### src/rtl/alu_pkg.sv
// Shared opcode constants, flag bit positions and controller state encoding
// for the multi-cycle ALU.
package alu_pkg;

    localparam logic [3:0] OP_LSL  = 4'b0000;
    localparam logic [3:0] OP_LSR  = 4'b0001;
    localparam logic [3:0] OP_ADD  = 4'b0010;
    localparam logic [3:0] OP_OR   = 4'b0100;
    localparam logic [3:0] OP_NOR  = 4'b0101;
    localparam logic [3:0] OP_AND  = 4'b0110;
    localparam logic [3:0] OP_CBZ  = 4'b0111;
    localparam logic [3:0] OP_XOR  = 4'b1001;
    localparam logic [3:0] OP_SUB  = 4'b1010;
    localparam logic [3:0] OP_MUL  = 4'b1011;
    localparam logic [3:0] OP_NAND = 4'b1100;
    localparam logic [3:0] OP_MOV  = 4'b1101;

    // Bit positions inside the {N,Z,C,V} flag vector.
    localparam int FLAG_N = 3;
    localparam int FLAG_Z = 2;
    localparam int FLAG_C = 1;
    localparam int FLAG_V = 0;

    typedef enum logic [1:0] {
        ST_IDLE = 2'd0,
        ST_MUL  = 2'd1,
        ST_HOLD = 2'd2
    } state_e;

endpackage

### src/rtl/alu_mul_iter.sv
// Iterative shift-add multiplier: one multiplier bit per cycle, fixed WIDTH
// iterations regardless of operand values, low WIDTH product bits only.
module alu_mul_iter #(
    parameter int WIDTH = 32
) (
    input  logic             clk,
    input  logic             rst_n,
    input  logic             start,
    input  logic [WIDTH-1:0] a,
    input  logic [WIDTH-1:0] b,
    output logic             busy,
    output logic             done,
    output logic [WIDTH-1:0] product
);
    localparam int CW = $clog2(WIDTH + 1);
    localparam logic [CW-1:0] LAST = CW'(WIDTH);

    logic [WIDTH-1:0] acc_q, acc_d, mcand_q, mcand_d, mplier_q, mplier_d;
    logic [CW-1:0]    cnt_q, cnt_d;
    logic             busy_q, busy_d;

    // The start edge already retires bit 0, so done rises after exactly WIDTH bits.
    always_comb begin
        // NOTE: every variable gets a default first so no path leaves it unassigned (no latches).
        acc_d    = acc_q;
        mcand_d  = mcand_q;
        mplier_d = mplier_q;
        cnt_d    = cnt_q;
        busy_d   = busy_q;
        done     = busy_q && (cnt_q == LAST);
        if (start) begin
            acc_d    = b[0] ? a : '0;
            mcand_d  = a << 1;
            mplier_d = b >> 1;
            cnt_d    = CW'(1);
            busy_d   = 1'b1;
        end else if (busy_q) begin
            if (cnt_q == LAST) begin
                busy_d = 1'b0;
                cnt_d  = '0;
            end else begin
                if (mplier_q[0]) acc_d = acc_q + mcand_q;
                mcand_d  = mcand_q << 1;
                mplier_d = mplier_q >> 1;
                cnt_d    = cnt_q + CW'(1);
            end
        end
    end

    // NOTE: sequential state uses non-blocking assignments only.
    always_ff @(posedge clk or negedge rst_n) begin
        if (!rst_n) begin
            acc_q    <= '0;
            mcand_q  <= '0;
            mplier_q <= '0;
            cnt_q    <= '0;
            busy_q   <= 1'b0;
        end else begin
            acc_q    <= acc_d;
            mcand_q  <= mcand_d;
            mplier_q <= mplier_d;
            cnt_q    <= cnt_d;
            busy_q   <= busy_d;
        end
    end

    assign busy    = busy_q;
    assign product = acc_q;

endmodule

### src/rtl/alu_mc.sv
// Multi-cycle ALU with valid/ready handshakes: single-cycle logic/arith ops,
// WIDTH-cycle iterative multiply, registered result with {N,Z,C,V} flags.
module alu_mc
    import alu_pkg::*;
#(
    parameter int WIDTH  = 32,
    parameter int MUL_EN = 1
) (
    input  logic             clk,
    input  logic             rst_n,
    input  logic             in_valid,
    output logic             in_ready,
    input  logic [WIDTH-1:0] in_a,
    input  logic [WIDTH-1:0] in_b,
    input  logic [3:0]       in_op,
    output logic             out_valid,
    input  logic             out_ready,
    output logic [WIDTH-1:0] out_result,
    output logic [3:0]       out_flags,
    output logic             out_illegal
);
    localparam int SHW = $clog2(WIDTH);

    state_e           state_q, state_d;
    logic             out_valid_q, out_valid_d, out_illegal_q, out_illegal_d;
    logic [WIDTH-1:0] out_result_q, out_result_d;
    logic [3:0]       out_flags_q, out_flags_d;

    logic             mul_start, mul_busy, mul_done;
    logic [WIDTH-1:0] mul_product;

    logic [WIDTH-1:0] alu_res;
    logic [WIDTH:0]   wide;
    logic             alu_c, alu_v, alu_ill;
    logic [SHW-1:0]   sh;
    logic             is_mul, accept;

    function automatic logic [3:0] make_flags(logic [WIDTH-1:0] res, logic c, logic v);
        logic [3:0] f;
        f         = '0;
        f[FLAG_N] = res[WIDTH-1];
        f[FLAG_Z] = (res == '0);
        f[FLAG_C] = c;
        f[FLAG_V] = v;
        return f;
    endfunction

    assign sh     = in_b[SHW-1:0];
    assign is_mul = (in_op == OP_MUL) && (MUL_EN != 0);

    // Single-cycle datapath; the extra bit of wide carries carry/borrow/shifted-out bit.
    always_comb begin
        alu_res = '0;
        wide    = '0;
        alu_c   = 1'b0;
        alu_v   = 1'b0;
        alu_ill = 1'b0;
        case (in_op)
            OP_ADD: begin
                wide    = {1'b0, in_a} + {1'b0, in_b};
                alu_res = wide[WIDTH-1:0];
                alu_c   = wide[WIDTH];
                alu_v   = (in_a[WIDTH-1] == in_b[WIDTH-1]) && (alu_res[WIDTH-1] != in_a[WIDTH-1]);
            end
            OP_SUB: begin
                wide    = {1'b0, in_a} - {1'b0, in_b};
                alu_res = wide[WIDTH-1:0];
                alu_c   = ~wide[WIDTH];
                alu_v   = (in_a[WIDTH-1] != in_b[WIDTH-1]) && (alu_res[WIDTH-1] != in_a[WIDTH-1]);
            end
            OP_LSL: begin
                wide    = {1'b0, in_a} << sh;
                alu_res = wide[WIDTH-1:0];
                alu_c   = wide[WIDTH];
            end
            OP_LSR: begin
                wide    = {in_a, 1'b0} >> sh;
                alu_res = wide[WIDTH:1];
                alu_c   = wide[0];
            end
            OP_AND:  alu_res = in_a & in_b;
            OP_OR:   alu_res = in_a | in_b;
            OP_XOR:  alu_res = in_a ^ in_b;
            OP_NOR:  alu_res = ~(in_a | in_b);
            OP_NAND: alu_res = ~(in_a & in_b);
            OP_MOV:  alu_res = in_a;
            OP_CBZ:  alu_res = {{(WIDTH-1){1'b0}}, (in_a == '0)};
            OP_MUL:  alu_ill = (MUL_EN == 0);
            default: alu_ill = 1'b1;
        endcase
    end

    assign in_ready = (state_q == ST_IDLE) && !mul_busy && (!out_valid_q || out_ready);
    assign accept   = in_valid && in_ready;

    // The output register is only ever written when it is empty or being drained this edge.
    always_comb begin
        state_d       = state_q;
        out_valid_d   = out_valid_q && !out_ready;
        out_result_d  = out_result_q;
        out_flags_d   = out_flags_q;
        out_illegal_d = out_illegal_q;
        mul_start     = 1'b0;
        case (state_q)
            ST_IDLE: begin
                if (accept && is_mul) begin
                    mul_start = 1'b1;
                    state_d   = ST_MUL;
                end else if (accept) begin
                    out_valid_d   = 1'b1;
                    out_result_d  = alu_ill ? '0 : alu_res;
                    out_flags_d   = alu_ill ? 4'b0000 : make_flags(alu_res, alu_c, alu_v);
                    out_illegal_d = alu_ill;
                end
            end
            ST_MUL: begin
                if (mul_done) begin
                    out_valid_d   = 1'b1;
                    out_result_d  = mul_product;
                    out_flags_d   = make_flags(mul_product, 1'b0, 1'b0);
                    out_illegal_d = 1'b0;
                    state_d       = out_ready ? ST_IDLE : ST_HOLD;
                end
            end
            ST_HOLD: begin
                if (out_ready) state_d = ST_IDLE;
            end
            default: state_d = ST_IDLE;
        endcase
    end

    always_ff @(posedge clk or negedge rst_n) begin
        if (!rst_n) begin
            state_q       <= ST_IDLE;
            out_valid_q   <= 1'b0;
            out_result_q  <= '0;
            out_flags_q   <= '0;
            out_illegal_q <= 1'b0;
        end else begin
            state_q       <= state_d;
            out_valid_q   <= out_valid_d;
            out_result_q  <= out_result_d;
            out_flags_q   <= out_flags_d;
            out_illegal_q <= out_illegal_d;
        end
    end

    generate
        if (MUL_EN != 0) begin : g_mul
            alu_mul_iter #(.WIDTH(WIDTH)) u_mul (
                .clk     (clk),
                .rst_n   (rst_n),
                .start   (mul_start),
                .a       (in_a),
                .b       (in_b),
                .busy    (mul_busy),
                .done    (mul_done),
                .product (mul_product)
            );
        end else begin : g_no_mul
            assign mul_busy    = 1'b0;
            assign mul_done    = 1'b0;
            assign mul_product = '0;
        end
    endgenerate

    assign out_valid   = out_valid_q;
    assign out_result  = out_result_q;
    assign out_flags   = out_flags_q;
    assign out_illegal = out_illegal_q;

endmodule
### config.mk
export PLATFORM = sky130hd
export DESIGN_NAME = alu_mc
export DESIGN_NICKNAME = d
export VERILOG_FILES = /design/src/rtl/alu_pkg.sv /design/src/rtl/alu_mul_iter.sv /design/src/rtl/alu_mc.sv
export SDC_FILE = /design/constraint.sdc
export NUM_CORES = 1
export LEC_CHECK = 0
export CAP_MARGIN = 20
export CORE_UTILIZATION = 45
export DETAILED_ROUTE_END_ITERATION = 16
export PLACE_DENSITY_LB_ADDON = 0.1
export SLEW_MARGIN = 20
export SYNTH_ARGS = -nofsm -noshare
export SYNTH_HDL_FRONTEND = slang
export SYNTH_HIERARCHICAL = 1
export SYNTH_SLANG_ARGS = --single-unit
### constraint.sdc
create_clock -name clk -period 7 [get_ports clk]
set_input_delay 0.7 -clock clk [delete_from_list [all_inputs] [get_ports clk]]
set_output_delay 0.7 -clock clk [all_outputs]
set_load 0.01 [all_outputs]
* Word-level counts from Yosys, hierarchy flattened
Index checks and enable logic that the tools add are counted.
Operators by class: bitwise gates (word level) 6, shifts and indexed selects 2, reduce and logical (&&, ||, !) cells 25, eq/ne operators 24, multiplexer cells 46, $add $sub $neg 4
Operators by type and width (count):
- two-way mux 32 bit | 15
- one-hot mux 32 bit (11 select lines) | 1
- logical NOT 32 bit | 3
- NOT 32 bit | 2
- one-hot mux 32 bit (2 select lines) | 1
- adder 32 x 32 -> 33 bit | 1
- << shifter 32 x 5 -> 33 bit | 1
- >> shifter 33 x 5 -> 33 bit | 1
- subtractor 32 x 32 -> 33 bit | 1
- adder 32 bit | 1
- AND 32 bit | 1
- bitwise OR 32 bit | 1
- bitwise XOR 32 bit | 1
- == test 4 bit (second input constant) | 5
- two-way mux 6 bit | 3
- == test 4 x 3 -> 1 bit (second input constant) | 4
- two-way mux 4 bit | 4
- two-way mux 1 bit | 12
- OR reduction 12 bit | 1
- logical AND 1 bit | 8
- two-way mux 2 bit | 4
- one-hot mux 4 bit (2 select lines) | 1
- adder 6 x 1 -> 6 bit (second input constant) | 1
- == test 6 bit (second input constant) | 1
- other kinds (20) | 33
Word-level totals: word-level logic and storage cells 117, output and inout bits 39, input bits 72, bits in registers 143

* Depth between registers and ports, before layout
word-level depth 9, gate-level depth with buffers 19, gate-level depth less buffers 15

* Cells and area by module
Netlist, hierarchy kept.
By module, submodules not included:
- alu_mc | cells an instance 1794, times used 1, area each 12858.6 sq um, seq. area each 975.9 sq um
- alu_mul_iter | cells an instance 719, times used 1, area each 6372.4 sq um, seq. area each 2527.4 sq um

* Worst setup path before layout
No wires, ideal clock.
path type input -> register, from input in_b[3], to register out_flags_q[2] (netlist: out_flags[2]), arrival 4857 ps, setup slack 2067 ps, required time 6924 ps, stages 19, buffers on the path 6, library setup time 76 ps, path through buf_6 buf_4 inv_1 buf_2 buf_2 buf_2 ha_1 buf_2 and2_1 a221o_1 nor2_1 o21bai_1 a221o_1 a211o_1 and3b_1 nand4_1 or4_1 or4_1 o21ai_1
Between the ends: longest elaborated chain between the ends 8, elaborated cells on any way between the ends 15, classes of those cells 2 x add/sub; 2 x shift; 5 x mux; 5 x bitwise; 1 x reduce/logical
RTL lines:
- from (decl) | line alu_mc.sv:14 | input logic [WIDTH-1:0] in_b,
- parallel branches: the longest is 2 deep, another holds subtractor 32 x 32 -> 33 bit
- one-hot mux 32 bit (11 select lines) * | line alu_mc.sv:58 | case (in_op)
- logical NOT 32 bit * | line alu_mc.sv:42 | f[FLAG_Z] = (res == '0);
- two-way mux 4 bit * | line alu_mc.sv:112 | out_flags_d = alu_ill ? 4'b0000 : make_flags(alu_res, alu_c, alu_v);
- two-way mux 4 bit * | line alu_mc.sv:109 | end else if (accept) begin
- two-way mux 4 bit * | line alu_mc.sv:106 | if (accept && is_mul) begin
- one-hot mux 4 bit (2 select lines) * | line alu_mc.sv:104 | case (state_q)
- to (signal assigned) | line alu_mc.sv:143 | out_flags_q <= out_flags_d;
- to (decl) | line alu_mc.sv:27 | logic [3:0] out_flags_q, out_flags_d;
Mark *: on every way between the ends. The select of a mux whose other input is x is not followed. A chain may end at the register's enable or synchronous reset.

* Final worst setup path
from input in_a[0], to register out_flags_q[2] (netlist: out_flags[2])
Between the ends: longest elaborated chain between the ends 8, elaborated cells on any way between the ends 16, classes of those cells 2 x add/sub; 2 x shift; 5 x mux; 5 x bitwise; 2 x reduce/logical
RTL lines:
- from (decl) | line alu_mc.sv:13 | input logic [WIDTH-1:0] in_a,
- parallel branches: the longest is 2 deep, another holds subtractor 32 x 32 -> 33 bit
- one-hot mux 32 bit (11 select lines) * | line alu_mc.sv:58
- logical NOT 32 bit * | line alu_mc.sv:42
- two-way mux 4 bit * | line alu_mc.sv:112
- two-way mux 4 bit * | line alu_mc.sv:109
- two-way mux 4 bit * | line alu_mc.sv:106
- one-hot mux 4 bit (2 select lines) * | line alu_mc.sv:104
Marks and branches as above.

==> results.sh <==
export IMPL_status="completed"
export IMPL_drv_slew=0
export IMPL_hold_path_class="in2async"
export IMPL_fin_crit_ps=5422
export IMPL_ys_async_sr_fraction=1.000
export IMPL_netlist_area_um2=19230
export IMPL_power_density_nw_per_um2=256.6
export IMPL_critPathCaptureType="flop"
export IMPL_setup_viol=0
export IMPL_ir_worst_vdd_mv=0.2918
export IMPL_core_area_um2=42040
export IMPL_worstSetupStartpointType="primary input"
export IMPL_rsz0062_at_grt="false"
export IMPL_worst_clock_skew_ps=12.11
export IMPL_cp_max_fo=10
export IMPL_post_synth_main_area_contributors="dfrtp_1 (18%), ha_1 (8.8%), mux2i_1 (7.3%)"
export IMPL_diodes=0
export IMPL_yosysTopAreaCellShare=0.1822
export IMPL_nets=2721
export IMPL_portBuffers=110
export IMPL_synthCells=2513
export IMPL_gr_usage_all_layers=0.4200
export IMPL_grt_ovfl_total=0
export IMPL_cts_root_buffer="clkbuf_16"
export IMPL_fp_dieH_um=208.7
export IMPL_synth_adder_area_share=0.09161
export IMPL_totalWireLength_um=92430
export IMPL_r2r_slack_ps=3270
export IMPL_maxSlewHeadroom=0.1483
export IMPL_multiInputGateArea_um2=14320
export IMPL_antenna_found_initial=2
export IMPL_finalCritPeriodShare=0.7745
export IMPL_grt_max_degree=115
export IMPL_maxCapViolCount=0
export IMPL_syn_num_nets=2724
export IMPL_reg2reg_depth=12
export IMPL_cts_sinks=140
export IMPL_ys_warnings_count=6
export IMPL_post_cts_setup_buffer_count=0
export IMPL_vias=21450
export IMPL_whs_ps=284.0
export IMPL_die_x_um=208.7
export IMPL_cp_required_ps=7400
export IMPL_globalplace_congestion=1.056
export IMPL_hold_buffers=0
export IMPL_htreeDepth=4
export IMPL_drt_iter0_markers=2892
export IMPL_clkLatencyLatePin_ps=480
export IMPL_vias_per_cell=7.008
export IMPL_synth_top_cell_by_area="dfrtp_1"
export IMPL_ys_dominant_reg_cell="dfrtp_1"
export IMPL_tightestPinTransition_ps=1270
export IMPL_numCtsBuffers=17
export IMPL_cts_resized=0
export IMPL_drcViolationCount=0
export IMPL_criticalPathCategory="in2reg"
export IMPL_synthSimpleGateAreaFrac=0.2047
export IMPL_synth_seq_area_share=0.1822
export IMPL_synth_top_family_by_area="compound AO/OA/AOI/OAI gates"
export IMPL_cts_path_max_buffers=2
export IMPL_critPathArrivalTime_ps=5820
export IMPL_hold_viol_final=0
export IMPL_fillCellCount=4148
export IMPL_r2r_end="out_flags[2]"
export IMPL_placementRows=75
export IMPL_detail_route_antenna_nets=0
export IMPL_wl_per_cell_um=30.20
export IMPL_num_io_pins=111
export IMPL_firstDrtPassIters=6
export IMPL_synth_edf_count=0
export IMPL_synth_seq_cells=140
export IMPL_clk_pin_slew_ps=70
export IMPL_cellLeakagePower_nw=8.987
export IMPL_syn_avg_cell_area_um2=7.653
export IMPL_fin_tns_setup_ps=0
export IMPL_dp_hpwl_um=70940
export IMPL_cts_tree="yes"
export IMPL_drive_gt1_frac=0.09754
export IMPL_fmax_mhz=184.5
export IMPL_initial_core_util=0.4574
export IMPL_grt_pass1_wl_um=135800
export IMPL_synth_compound_area_frac=0.2861
export IMPL_area_growth_pct=10.87
export IMPL_synth_xor_area_frac=0.02232
export IMPL_design_die_area_um2=43570
export IMPL_synthMuxAreaShare=0.1360
export IMPL_rr_startpoint="g_mul.u_mul/cnt_q[0]"
export IMPL_ys_types=110
export IMPL_grt_pass1_vias=20170
export IMPL_regArea_um2=3503
export IMPL_critPathLaunch="in_a[0]"
==> metrics by stage <==
step	util	area [um2]	worst slack, ps	std cells	power [mW]
global placement	0.4915	20660	1235	3030	4.301
CTS	0.5072	21320	1694	3061	5.410
detailed placement	0.4917	20670	1188	3030	4.341
finish	0.5072	21320	1578	3061	5.471
global route	0.5072	21320	1411	3061	5.765
floorplan	-	19230	2067	2513	3.307
==> synth_stat cells (all sizes together), types with 34 or more instances <==
| master | number |
|---|---|
| a211oi | 45 |
| a21oi | 164 |
| buf | 102 |
| clkbuf | 112 |
| dfrtp | 140 |
| ha | 136 |
| inv | 115 |
| mux2 | 39 |
| mux2i | 141 |
| mux4 | 34 |
| nand2 | 306 |
| nand3 | 57 |
| nor2 | 211 |
| nor3 | 55 |
| o21ai | 204 |
==> routing by layer <==
layer | vias up | wire, um | global-route usage
li1 | 9307 | - | -
met2 | 1341 | 39690 | 0.6286
met4 | 0 | 4542 | 0.1937
met3 | 254 | 9522 | 0.08491
met1 | 10550 | 38670 | 0.5792
met5 | - | 0 | 0
==> critical path, stage by stage <==
cell             delay (ps)
clkdlybuf4s50_1         640
inv_1                   190
ha_1                    210
inv_1                    70
fa_1                    400
nor2b_1                 180
o311ai_2                490
nand2_1                 180
xnor2_1                 180
a221oi_1                300
nand2_1                  80
a2111oi_0               560
nand4_1                 320
or4_1                   640
or4_1                   550
o21ai_1                 130
==> flip-flops by register name, summed over array words and instances (netlist names), 2 cells and up <==
register              count
g_mul.u_mul/cnt_q         6
g_mul.u_mul/mcand_q      31
g_mul.u_mul/mplier_q     31
g_mul.u_mul/product      32
out_flags                 3
out_result               32
state_q                   2
==> cell type report <==
class | count | area share
Multi-Input combinational cell | 2044 | 0.6715
Sequential cell | 140 | 0.1643
Tap cell | 539 | 0.03163
Clock inverter | 12 | 0.009800
Inverter | 115 | 0.02025
Timing Repair Buffer | 192 | 0.08174
Clock buffer | 19 | 0.02077
==> power breakdown <==
part | switching, mW | internal [mW] | total, mW
Clock | 0.397 | 0.643 | 1.04
Combinational | 1.85 | 1.19 | 3.03
Sequential | 0.287 | 1.11 | 1.40
==> placed cells by master (no fill, tap or decap), types with 28 or more instances in the layout <==
cell,instances
a21oi_1,161
a22oi_1,29
nor3_1,52
inv_1,114
nand4_1,29
dfrtp_1,140
buf_4,80
ha_1,136
o211ai_1,30
a211oi_1,41
mux2_2,34
nand2_1,303
nand3_1,57
nor4_1,28
mux4_2,34
o21ai_0,184
clkdlybuf4s50_1,103
a21o_1,29
xnor2_1,29
nor2_1,209
mux2i_1,141
==> kinds of logic (layout without fill, tap and decap cells) <==
group / count (synthesis) / in the layout
muxes: 214 / 214
xor gates and xnor gates: 49 / 49
DFF: 140 / 140
buffers and inverters: 329 / 338
and+or+nand+nor: 837 / 837
AOI/OAI and AO/OA: 805 / 805
adders and majority gates: 139 / 139
==> worst max-delay path by stage <==
stage,end
2_1_floorplan,out_flags[2]
3_3_place_gp,out_flags[2]
3_5_place_dp,out_flags[2]
4_1_cts,out_flags[2]
5_1_grt,out_flags[2]
6_report,out_flags[2]
Note: power is estimated with default switching activity, not from simulation.
